$ cat src/rtl/fft_pkg.sv
// Shared types and constants for the mixed-radix (2/3/5) DFT stage sequencer.
package fft_pkg;

    typedef enum logic [2:0] {
        IDLE  = 3'd0,
        SIZE  = 3'd1,
        CHECK = 3'd2,
        ISSUE = 3'd3,
        DRAIN = 3'd4
    } state_e;

    localparam logic [2:0] RADIX2 = 3'd2;
    localparam logic [2:0] RADIX3 = 3'd3;
    localparam logic [2:0] RADIX5 = 3'd5;

    localparam int MAX_STAGE2    = 8;
    localparam int MAX_STAGE3    = 5;
    localparam int MAX_STAGE5    = 2;
    localparam int DEFAULT_MAX_N = 4096;

    // Stage/factor idx maps onto the DIT order: a twos, then b threes, then fives.
    function automatic logic [2:0] radix_of(input logic [3:0] idx,
                                            input logic [3:0] a,
                                            input logic [2:0] b);
        logic [4:0] ab;
        ab = {1'b0, a} + {2'b0, b};
        if ({1'b0, idx} < {1'b0, a})
            return RADIX2;
        else if ({1'b0, idx} < ab)
            return RADIX3;
        else
            return RADIX5;
    endfunction

endpackage

$ cat src/rtl/fft_stage_seq_mul.sv
// Combinational shift-add multiply by 2, 3 or 5 (any other radix passes x through).
module fft_mul235
    import fft_pkg::*;
#(
    parameter int W = 16
) (
    input  logic [W-1:0] x_i,
    input  logic [2:0]   radix_i,
    output logic [W-1:0] y_o
);

    always_comb begin
        unique case (radix_i)
            RADIX2:  y_o = x_i << 1;
            RADIX3:  y_o = x_i + (x_i << 1);
            RADIX5:  y_o = x_i + (x_i << 2);
            default: y_o = x_i;
        endcase
    end

endmodule

$ cat src/rtl/fft_stage_seq.sv
// Stage sequencer for the 2/3/5 DFT engine: sizes N, then issues butterfly descriptors stage by stage.
// Optional perf counters (perf_stall, perf_drain) are built when FFT_STAGE_SEQ_PERF_EN is defined.
module fft_stage_seq
    import fft_pkg::*;
#(
    parameter int IW    = 13,
    parameter int MAX_N = DEFAULT_MAX_N
) (
    input  logic          clk,
    input  logic          rst_n,
    input  logic          start,
    input  logic          abort,
    input  logic [3:0]    cfg_stage2,
    input  logic [2:0]    cfg_stage3,
    input  logic [1:0]    cfg_stage5,
    output logic          bf_valid,
    input  logic          bf_ready,
    output logic [2:0]    bf_radix,
    output logic [IW-1:0] bf_base,
    output logic [IW-1:0] bf_stride,
    output logic          bf_last,
    input  logic          stage_done,
    output logic [3:0]    stage_idx,
    output logic [IW-1:0] fft_size,
    output logic          busy,
    output logic          done,
    output logic          err
`ifdef FFT_STAGE_SEQ_PERF_EN
    ,
    output logic [IW+7:0] perf_stall,
    output logic [IW+7:0] perf_drain
`endif
);

    localparam int PW = IW + 3;

    state_e        state_q, state_d;
    logic [3:0]    a_q, a_d;
    logic [2:0]    b_q, b_d;
    logic [1:0]    c_q, c_d;
    logic [3:0]    fidx_q, fidx_d;
    logic [PW-1:0] prod_q, prod_d, prod_mul;
    logic          big_q, big_d;
    logic [PW-1:0] len_q, len_d, lr;
    logic [IW-1:0] gbase_q, gbase_d;
    logic [IW-1:0] k_q, k_d;
    logic [IW-1:0] fsize_q, fsize_d;
    logic [2:0]    r_q, r_d;
    logic [3:0]    sidx_q, sidx_d;
    logic          done_q, done_d;

    logic [4:0]    total;
    logic [2:0]    fac;
    logic          k_wrap, last_desc, bad;

    assign total = {1'b0, a_q} + {2'b0, b_q} + {3'b0, c_q};
    assign fac   = radix_of(fidx_q, a_q, b_q);

    fft_mul235 #(.W(PW)) u_mul_prod (.x_i(prod_q), .radix_i(fac), .y_o(prod_mul));
    fft_mul235 #(.W(PW)) u_mul_len  (.x_i(len_q),  .radix_i(r_q), .y_o(lr));

    // Once prod passes MAX_N it only grows, so a sticky flag stands in for the wrapped value.
    assign bad       = big_q || (total == 5'd0);
    assign k_wrap    = ({{(PW-IW){1'b0}}, k_q} == len_q - 1'b1);
    assign last_desc = k_wrap && ({{(PW-IW){1'b0}}, gbase_q} + lr == {{(PW-IW){1'b0}}, fsize_q});

    always_comb begin
        state_d = state_q;
        a_d     = a_q;
        b_d     = b_q;
        c_d     = c_q;
        fidx_d  = fidx_q;
        prod_d  = prod_q;
        big_d   = big_q;
        len_d   = len_q;
        gbase_d = gbase_q;
        k_d     = k_q;
        fsize_d = fsize_q;
        r_d     = r_q;
        sidx_d  = sidx_q;
        done_d  = 1'b0;
        unique case (state_q)
            IDLE: begin
                if (start) begin
                    a_d     = cfg_stage2;
                    b_d     = cfg_stage3;
                    c_d     = cfg_stage5;
                    prod_d  = PW'(1);
                    big_d   = 1'b0;
                    fidx_d  = 4'd0;
                    state_d = SIZE;
                end
            end
            SIZE: begin
                if ({1'b0, fidx_q} >= total) begin
                    state_d = CHECK;
                end else begin
                    prod_d = prod_mul;
                    fidx_d = fidx_q + 4'd1;
                    if (prod_mul > PW'(MAX_N))
                        big_d = 1'b1;
                    if ({1'b0, fidx_q} + 5'd1 >= total) begin
                        state_d = CHECK;
                        if (!big_d)
                            fsize_d = prod_d[IW-1:0];
                    end
                end
            end
            CHECK: begin
                if (bad) begin
                    state_d = IDLE;
                end else begin
                    len_d   = PW'(1);
                    gbase_d = '0;
                    k_d     = '0;
                    sidx_d  = 4'd0;
                    r_d     = radix_of(4'd0, a_q, b_q);
                    state_d = ISSUE;
                end
            end
            ISSUE: begin
                if (bf_ready) begin
                    if (k_wrap) begin
                        k_d     = '0;
                        gbase_d = gbase_q + lr[IW-1:0];
                    end else begin
                        k_d = k_q + 1'b1;
                    end
                    if (last_desc)
                        state_d = DRAIN;
                end
            end
            DRAIN: begin
                if (stage_done) begin
                    len_d   = lr;
                    gbase_d = '0;
                    k_d     = '0;
                    sidx_d  = sidx_q + 4'd1;
                    if ({1'b0, sidx_q} + 5'd1 < total) begin
                        r_d     = radix_of(sidx_q + 4'd1, a_q, b_q);
                        state_d = ISSUE;
                    end else begin
                        done_d  = 1'b1;
                        state_d = IDLE;
                    end
                end
            end
            default: state_d = IDLE;
        endcase
        if (abort) begin
            state_d = IDLE;
            done_d  = 1'b0;
        end
    end

    always_ff @(posedge clk or negedge rst_n) begin
        if (!rst_n) begin
            state_q <= IDLE;
            a_q     <= '0;
            b_q     <= '0;
            c_q     <= '0;
            fidx_q  <= '0;
            prod_q  <= '0;
            big_q   <= 1'b0;
            len_q   <= PW'(1);
            gbase_q <= '0;
            k_q     <= '0;
            fsize_q <= '0;
            r_q     <= '0;
            sidx_q  <= '0;
            done_q  <= 1'b0;
        end else begin
            state_q <= state_d;
            a_q     <= a_d;
            b_q     <= b_d;
            c_q     <= c_d;
            fidx_q  <= fidx_d;
            prod_q  <= prod_d;
            big_q   <= big_d;
            len_q   <= len_d;
            gbase_q <= gbase_d;
            k_q     <= k_d;
            fsize_q <= fsize_d;
            r_q     <= r_d;
            sidx_q  <= sidx_d;
            done_q  <= done_d;
        end
    end

    // Descriptor fields are pure register decodes, so they cannot move during a stall.
    assign bf_valid  = (state_q == ISSUE);
    assign bf_radix  = bf_valid ? r_q : 3'd0;
    assign bf_base   = bf_valid ? gbase_q + k_q : '0;
    assign bf_stride = bf_valid ? len_q[IW-1:0] : '0;
    assign bf_last   = bf_valid && last_desc;
    assign stage_idx = sidx_q;
    assign fft_size  = fsize_q;
    assign busy      = (state_q != IDLE);
    assign done      = done_q;
    assign err       = (state_q == CHECK) && bad && !abort;

`ifdef FFT_STAGE_SEQ_PERF_EN
    logic [IW+7:0] stall_q, drain_q;

    always_ff @(posedge clk or negedge rst_n) begin
        if (!rst_n) begin
            stall_q <= '0;
            drain_q <= '0;
        end else if (state_q == IDLE && start && !abort) begin
            stall_q <= '0;
            drain_q <= '0;
        end else begin
            if (bf_valid && !bf_ready && !(&stall_q))
                stall_q <= stall_q + 1'b1;
            if (state_q == DRAIN && !(&drain_q))
                drain_q <= drain_q + 1'b1;
        end
    end

    assign perf_stall = stall_q;
    assign perf_drain = drain_q;
`endif

endmodule

$ cat config.mk
export PLATFORM = sky130hd
export DESIGN_NAME = fft_stage_seq
export DESIGN_NICKNAME = d
export VERILOG_FILES = /design/src/rtl/fft_pkg.sv /design/src/rtl/fft_stage_seq_mul.sv /design/src/rtl/fft_stage_seq.sv
export SDC_FILE = /design/constraint.sdc
export NUM_CORES = 1
export LEC_CHECK = 0
export ABC_AREA = 1
export CORE_MARGIN = 1
export CORE_UTILIZATION = 30
export DETAILED_ROUTE_END_ITERATION = 6
export GPL_TIMING_DRIVEN = 1
export SYNTH_ARGS = -nofsm -noshare
export SYNTH_HDL_FRONTEND = slang
export SYNTH_HIERARCHICAL = 1
export SYNTH_SLANG_ARGS = --single-unit
$ cat constraint.sdc
create_clock -name clk -period 12.4 [get_ports clk]
set_input_delay 2.48 -clock clk [delete_from_list [all_inputs] [get_ports clk]]
set_output_delay 2.48 -clock clk [all_outputs]
set_load 0.02 [all_outputs]
Word level (Yosys, flattened, before mapping)

Index checks and enable logic that the tools add are counted.

Flip-flop bits (word level): 96
Bits in latches: 0
Bits in writable memories: 0
ROM bits: 0
Output and inout bits: 51
Memories: 0

$add $sub $neg: 15
$mul: 0
Divide/modulo/power cells: 0
Order comparisons: 10
Eq/ne operators: 24
Shift operators: 0
Multiplexer cells: 55
Bitwise gates (word level): 2
Reduce and logical (&&, ||, !) cells: 20

Operators with widths:

| operator                                                        | count |
|---|---|
| 2-to-1 mux 13 bit                                               | 8 |
| case mux 16 bit (3 select lines)                                | 2 |
| case mux 13 bit (3 select lines)                                | 2 |
| adder 16 bit                                                    | 4 |
| 2-to-1 mux 16 bit                                               | 4 |
| case mux 16 bit (2 select lines)                                | 2 |
| 2-to-1 mux 3 bit                                                | 17 |
| adder 13 bit                                                    | 2 |
| == test 3 x 2 -> 1 bit, second input constant                   | 6 |
| adder 13 x 16 -> 16 bit                                         | 1 |
| == test 13 x 16 -> 1 bit                                        | 1 |
| == test 16 x 13 -> 1 bit                                        | 1 |
| greater-than comparator 16 x 13 -> 1 bit, second input constant | 1 |
| 2-to-1 mux 4 bit                                                | 4 |
| case mux 4 bit (2 select lines)                                 | 2 |
| subtractor 16 x 1 -> 16 bit, second input constant              | 1 |
| case mux 3 bit (5 select lines)                                 | 1 |
| adder 13 x 1 -> 13 bit, second input constant                   | 1 |
| AND reduction 4 bit                                             | 3 |
| adder 4 x 1 -> 5 bit, second input constant                     | 2 |
| < comparator 4 x 5 -> 1 bit                                     | 2 |
| != test 2 bit, second input constant                            | 5 |
| AND reduction 5 bit                                             | 2 |
| == test 3 bit, second input constant                            | 3 |
| 28 further kinds                                                | 49 |

Longest topological paths before layout

Depth after elaboration: 12
Depth in mapped cells: 29
Depth with buffers taken out: 29

Cells and area by module

The synthesis kept the hierarchy.

By module, submodules not included:

| module                   | times used | cells each | area each (µm²) | sequential area each (µm²) |
|---|---|---|---|---|
| fft_stage_seq            | 1          | 1155       | 7905.1          | 2403.6 |
| fft_mul235 at u_mul_len  | 1          | 391        | 2028.2          | 0.0 |
| fft_mul235 at u_mul_prod | 1          | 385        | 1970.6          | 0.0 |

Worst setup path after synthesis

OpenSTA, ideal clock, no wires.

Path type: flip-flop to output port
Start: reg len_q[0]
End: out bf_last
Data arrival time: 3.395 ns
Required time: 9.920 ns
Path slack: 6.525 ns
Stages on the path, launching flop included: 26
Buffers on the path: 0
Cells stage by stage: dfstp_2 > ha_1 > inv_1 > fa_1 > inv_1 > nand3_1 > nand3_1 > nand2_1 > nand3_1 > a21oi_1 > o21ai_0 > nand4_1 > ha_1 > a21oi_1 > nand2_1 > a21oi_1 > nand2_1 > nand2_1 > nand2_1 > inv_1 > nand2_1 > nor2_1 > nand2_1 > nor2_1 > nand2_1 > nor2_1

Cells in the longest elaborated chain, start to end: 6
Elaborated cells between the ends (all ways): 9

RTL lines:

| item                               | line                                             | text |
|---|---|---|
| start: declaration                 | fft_stage_seq.sv:44                              | `logic [PW-1:0] len_q, len_d, lr;` |
| start signal: assignment           | fft_stage_seq.sv:180                             | `len_q <= len_d;` |
| adder 16 bit (on tied branches)    | fft_stage_seq_mul.sv:16, fft_stage_seq_mul.sv:15 |  |
| case mux 16 bit (3 select lines) * | fft_stage_seq_mul.sv:13                          | `unique case (radix_i)` |
| net lr[9]                          | fft_stage_seq.sv:44                              |  |
| adder 13 x 16 -> 16 bit *          | fft_stage_seq.sv:65                              | `assign last_desc = k_wrap && ({{(PW-IW){1'b0}}, gbase_q} + lr == {{(PW-IW){1'b0}}, fsize_q});` |
| == test 16 x 13 -> 1 bit *         | fft_stage_seq.sv:65                              |  |
| logical AND 1 bit *                | fft_stage_seq.sv:65                              |  |
| logical AND 1 bit *                | fft_stage_seq.sv:195                             | `assign bf_last = bf_valid && last_desc;` |
| end: declaration                   | fft_stage_seq.sv:21                              | `output logic bf_last,` |

Mark *: on every way through the listed nets, which the timed path passes. The rest lies on a longest branch.

Final worst setup path

Same ends and word-level chain as after synthesis.

==> results_dict.tcl <==
set metrics [dict create \
    drc 0 \
    die_area_mm2 0.04048 \
    cts_sinks 96 \
    async_flop_share 1.000 \
    finalHoldViolCount 0 \
    outcome "finished, final reports clean" \
    cts_buffers 9 \
    synth_edf_count 0 \
    grt_first_pass_wirelength_um 59860 \
    fillCellCount 4271 \
    cts_tree "built" \
    synthCells 1931 \
    cp-start-kind "flop" \
    dr_wl_met3_um 1274 \
    n_antenna_cell 0 \
    ys_warn_count 6 \
    power_uw 1894 \
    fp.dieH_um 201.2 \
    row_count 72 \
    cts_setup_buffers 0 \
    antenna_found_initial 1 \
    ys_seq_area_frac 0.2019 \
    fin_nets 2120 \
    port_buffers 65 \
    cap_violations 0 \
    final_area_mm2 0.01337 \
    syn_nets 2065 \
    first_pass_iters 6 \
    final_cell_mix "nand2_1 (614), inv_1 (298), nand3_1 (200), nor2_1 (151), ha_1 (111)" \
    ys.flop_type "dfrtp_1" \
    core_mm2 0.03892 \
    maxSlewViolCount 0 \
    viasPerCell 4.945 \
    die_w_um 201.2 \
    gr-usage-all-layers 0.1819 \
    cp_max_fo 6 \
    worstPathArrival_ns 5.12 \
    timing.hold.ws_ns 0.4868 \
    hpwlAfterDp_um 29890 \
    first_iter_violations 721 \
    cts.clk_slew.worst_paths_ns 0.07 \
    grt_pass1_vias 11630 \
    cpMaxStageDelayCell "clkdlybuf4s50_1" \
    ys_top_cells_by_area "dfrtp_1 (20%), nand2_1 (19%), ha_1 (12%), inv_1 (9.4%), nand3_1 (8.4%)" \
    synth_area_mm2 0.01190 \
    insertion_delay_ns 0.36 \
    rsz0062_at_grt "no" \
    skew_ns 0.01338 \
    crit_top_cell "nand2_1" \
    top_layer "met5" \
    grt_max_degree 60 \
    ant_nets 0 \
    synth_top_area_frac 0.1997 \
    ys_seq_elements 96 \
    critical_path_class "flop to output port" \
    period_needed_ns 7.601 \
    wl_um 37120 \
    fin_setup_tns_ns 0 \
    syn_area_per_cell_um2 6.165 \
    wl_per_cell_um 14.79 \
    synth_area_leader_cell "dfrtp_1" \
    hold_buffers 0 \
    synth.distinct_cells 60 \
    areaGrowthSynthToFinish_pct 12.35 \
    p_per_area_mw_per_mm2 141.6 \
    peakVddDrop_mv 0.07588 \
    worstPathRequired_ns 9.92 \
    m1WireLength_um 17090 \
    max_freq_mhz 131.6 \
    crit_chain "ha_1, inv_1, fa_1, inv_1, nand3_1, nand3_1, a21boi_0, o21ai_0, nand4_1, ha_1, nand2_1, inv_1, a21oi_1, nand2_1, nand2_1, nand3_1, nand3_1, and2_1, nand2_1, nor2_1, nand2_1, nor2_1, clkdlybuf4s50_1" \
    max_stage_delay_ns 0.66 \
    h-tree-depth 3 \
    tightest_slew_ns 1.073 \
    grt_overflow_total 0 \
    finalSetupViolations 0 \
    via_count 12410 \
    post_cts_resized 0 \
    leakagePower_uw 0.006974 \
    met2WireLength_um 17930 \
    drive_gt1_frac 0.05324 \
    placed_area_mm2 0.01310 \
    clock-root-buffer "clkbuf_16" \
    finalCritPeriodShare 0.6130 \
    hold_path_class "flop to flop" \
    io_pins 66 \
    layout_commonest_cell "nand2_1" \
    start_util 0.3059 \
    clockBufferDepth 2 \
    slew_headroom 0.2836 \
    endpoint_kind "output port" \
    place_congestion 0.9606 \
]
[final timing paths]
| check | from | endpoint | slack [ns] | cells past startpoint |
|---|---|---|---|---|
| worst max-delay path | len_q[0]$_DFFE_PN1P_ | bf_last | 4.80 | 23 |
| worst min-delay path | big_q$_DFFE_PN0P_ | big_q$_DFFE_PN0P_ | 0.49 | 2 |
| worst max register to register | a_q[0]$_DFFE_PN0P_ | fft_size[4]$_DFFE_PN0P_ | 6.93 | 20 |
| worst min register to register | big_q$_DFFE_PN0P_ | big_q$_DFFE_PN0P_ | 0.49 | 2 |
| max in group asynchronous | rst_n | stage_idx[0]$_DFFE_PN0P_ | 9.10 | 2 |
| min in group asynchronous | rst_n | len_q[10]$_DFFE_PN0P_ | 2.08 | 1 |
[logic make-up (layout without fill, tap and decap cells)]
family          after synthesis  in the layout  synth area share
flops                        96             96            0.2019
simple gates               1115           1115            0.4142
compound gates              222            222            0.1108
fa+ha+maj                   119            119            0.1301
xor+xnor                     38             38           0.02796
buf+inv                     336            396            0.1104
mux                           5              5          0.004625
[cell type report]
class / instances / area, um2 / area share
multi-input cells: 1499 / 8189 / 0.6123
flip-flops and latches: 96 / 2404 / 0.1797
inverters: 309 / 1162 / 0.08691
repair buffers: 71 / 693.2 / 0.05183
well taps: 518 / 648.1 / 0.04846
clock buffers: 12 / 246.5 / 0.01843
clock inverters: 4 / 31.28 / 0.002339
[stage by stage]
step | setup WS (ns) | instances | utilization
2_1_floorplan | 6.525 | 1931 | -
3_3_place_gp | 5.167 | 2493 | 0.3365
3_5_place_dp | 5.226 | 2493 | 0.3365
4_1_cts | 4.831 | 2509 | 0.3437
5_1_grt | 4.391 | 2509 | 0.3437
6_report | 4.799 | 2509 | 0.3437
[layer usage]
metal,global-route usage,up-vias
li1,-,6377
met1,0.2331,5730
met2,0.3238,250
met3,0.01603,48
met4,0.05114,2
met5,0,-
[critical path: cells and delay by family (launching register included)]
| kind | cells | cell delay (ns) |
|---|---|---|
| AO/OA/AOI/OAI | 3 | 0.47 |
| buffers and inverters | 4 | 0.89 |
| flip-flops | 1 | 0.61 |
| AND/OR/NAND/NOR | 13 | 1.80 |
| adder cells (fa/ha/maj) | 3 | 1.00 |
[synthesized netlist by cell type (17+ instances only)]
cell type,number
xor2_1,29
nand2_2,17
a21oi_1,77
o21ai_1,19
nor2_1,152
nand3b_1,19
nand3_1,200
inv_1,298
nand2_1,614
o21ai_0,57
nand4_1,42
ha_1,111
dfrtp_1,95
[power breakdown]
group	internal (uW)	switching, uW
logic	401	769
clock network	143	131
registers	365	84.1
total	909	985
[state kept, by name, indices dropped and copies added, names as in the netlist]
signal / flops
fft_size: 13
len_q: 16
k_q: 13
gbase_q: 13
stage_idx: 4
big_q: 1
done: 1
fidx_q: 4
a_q: 4
b_q: 3
c_q: 2
r_q: 3
state_q: 3
prod_q: 16
Note: power is estimated with default switching activity, not from simulation.
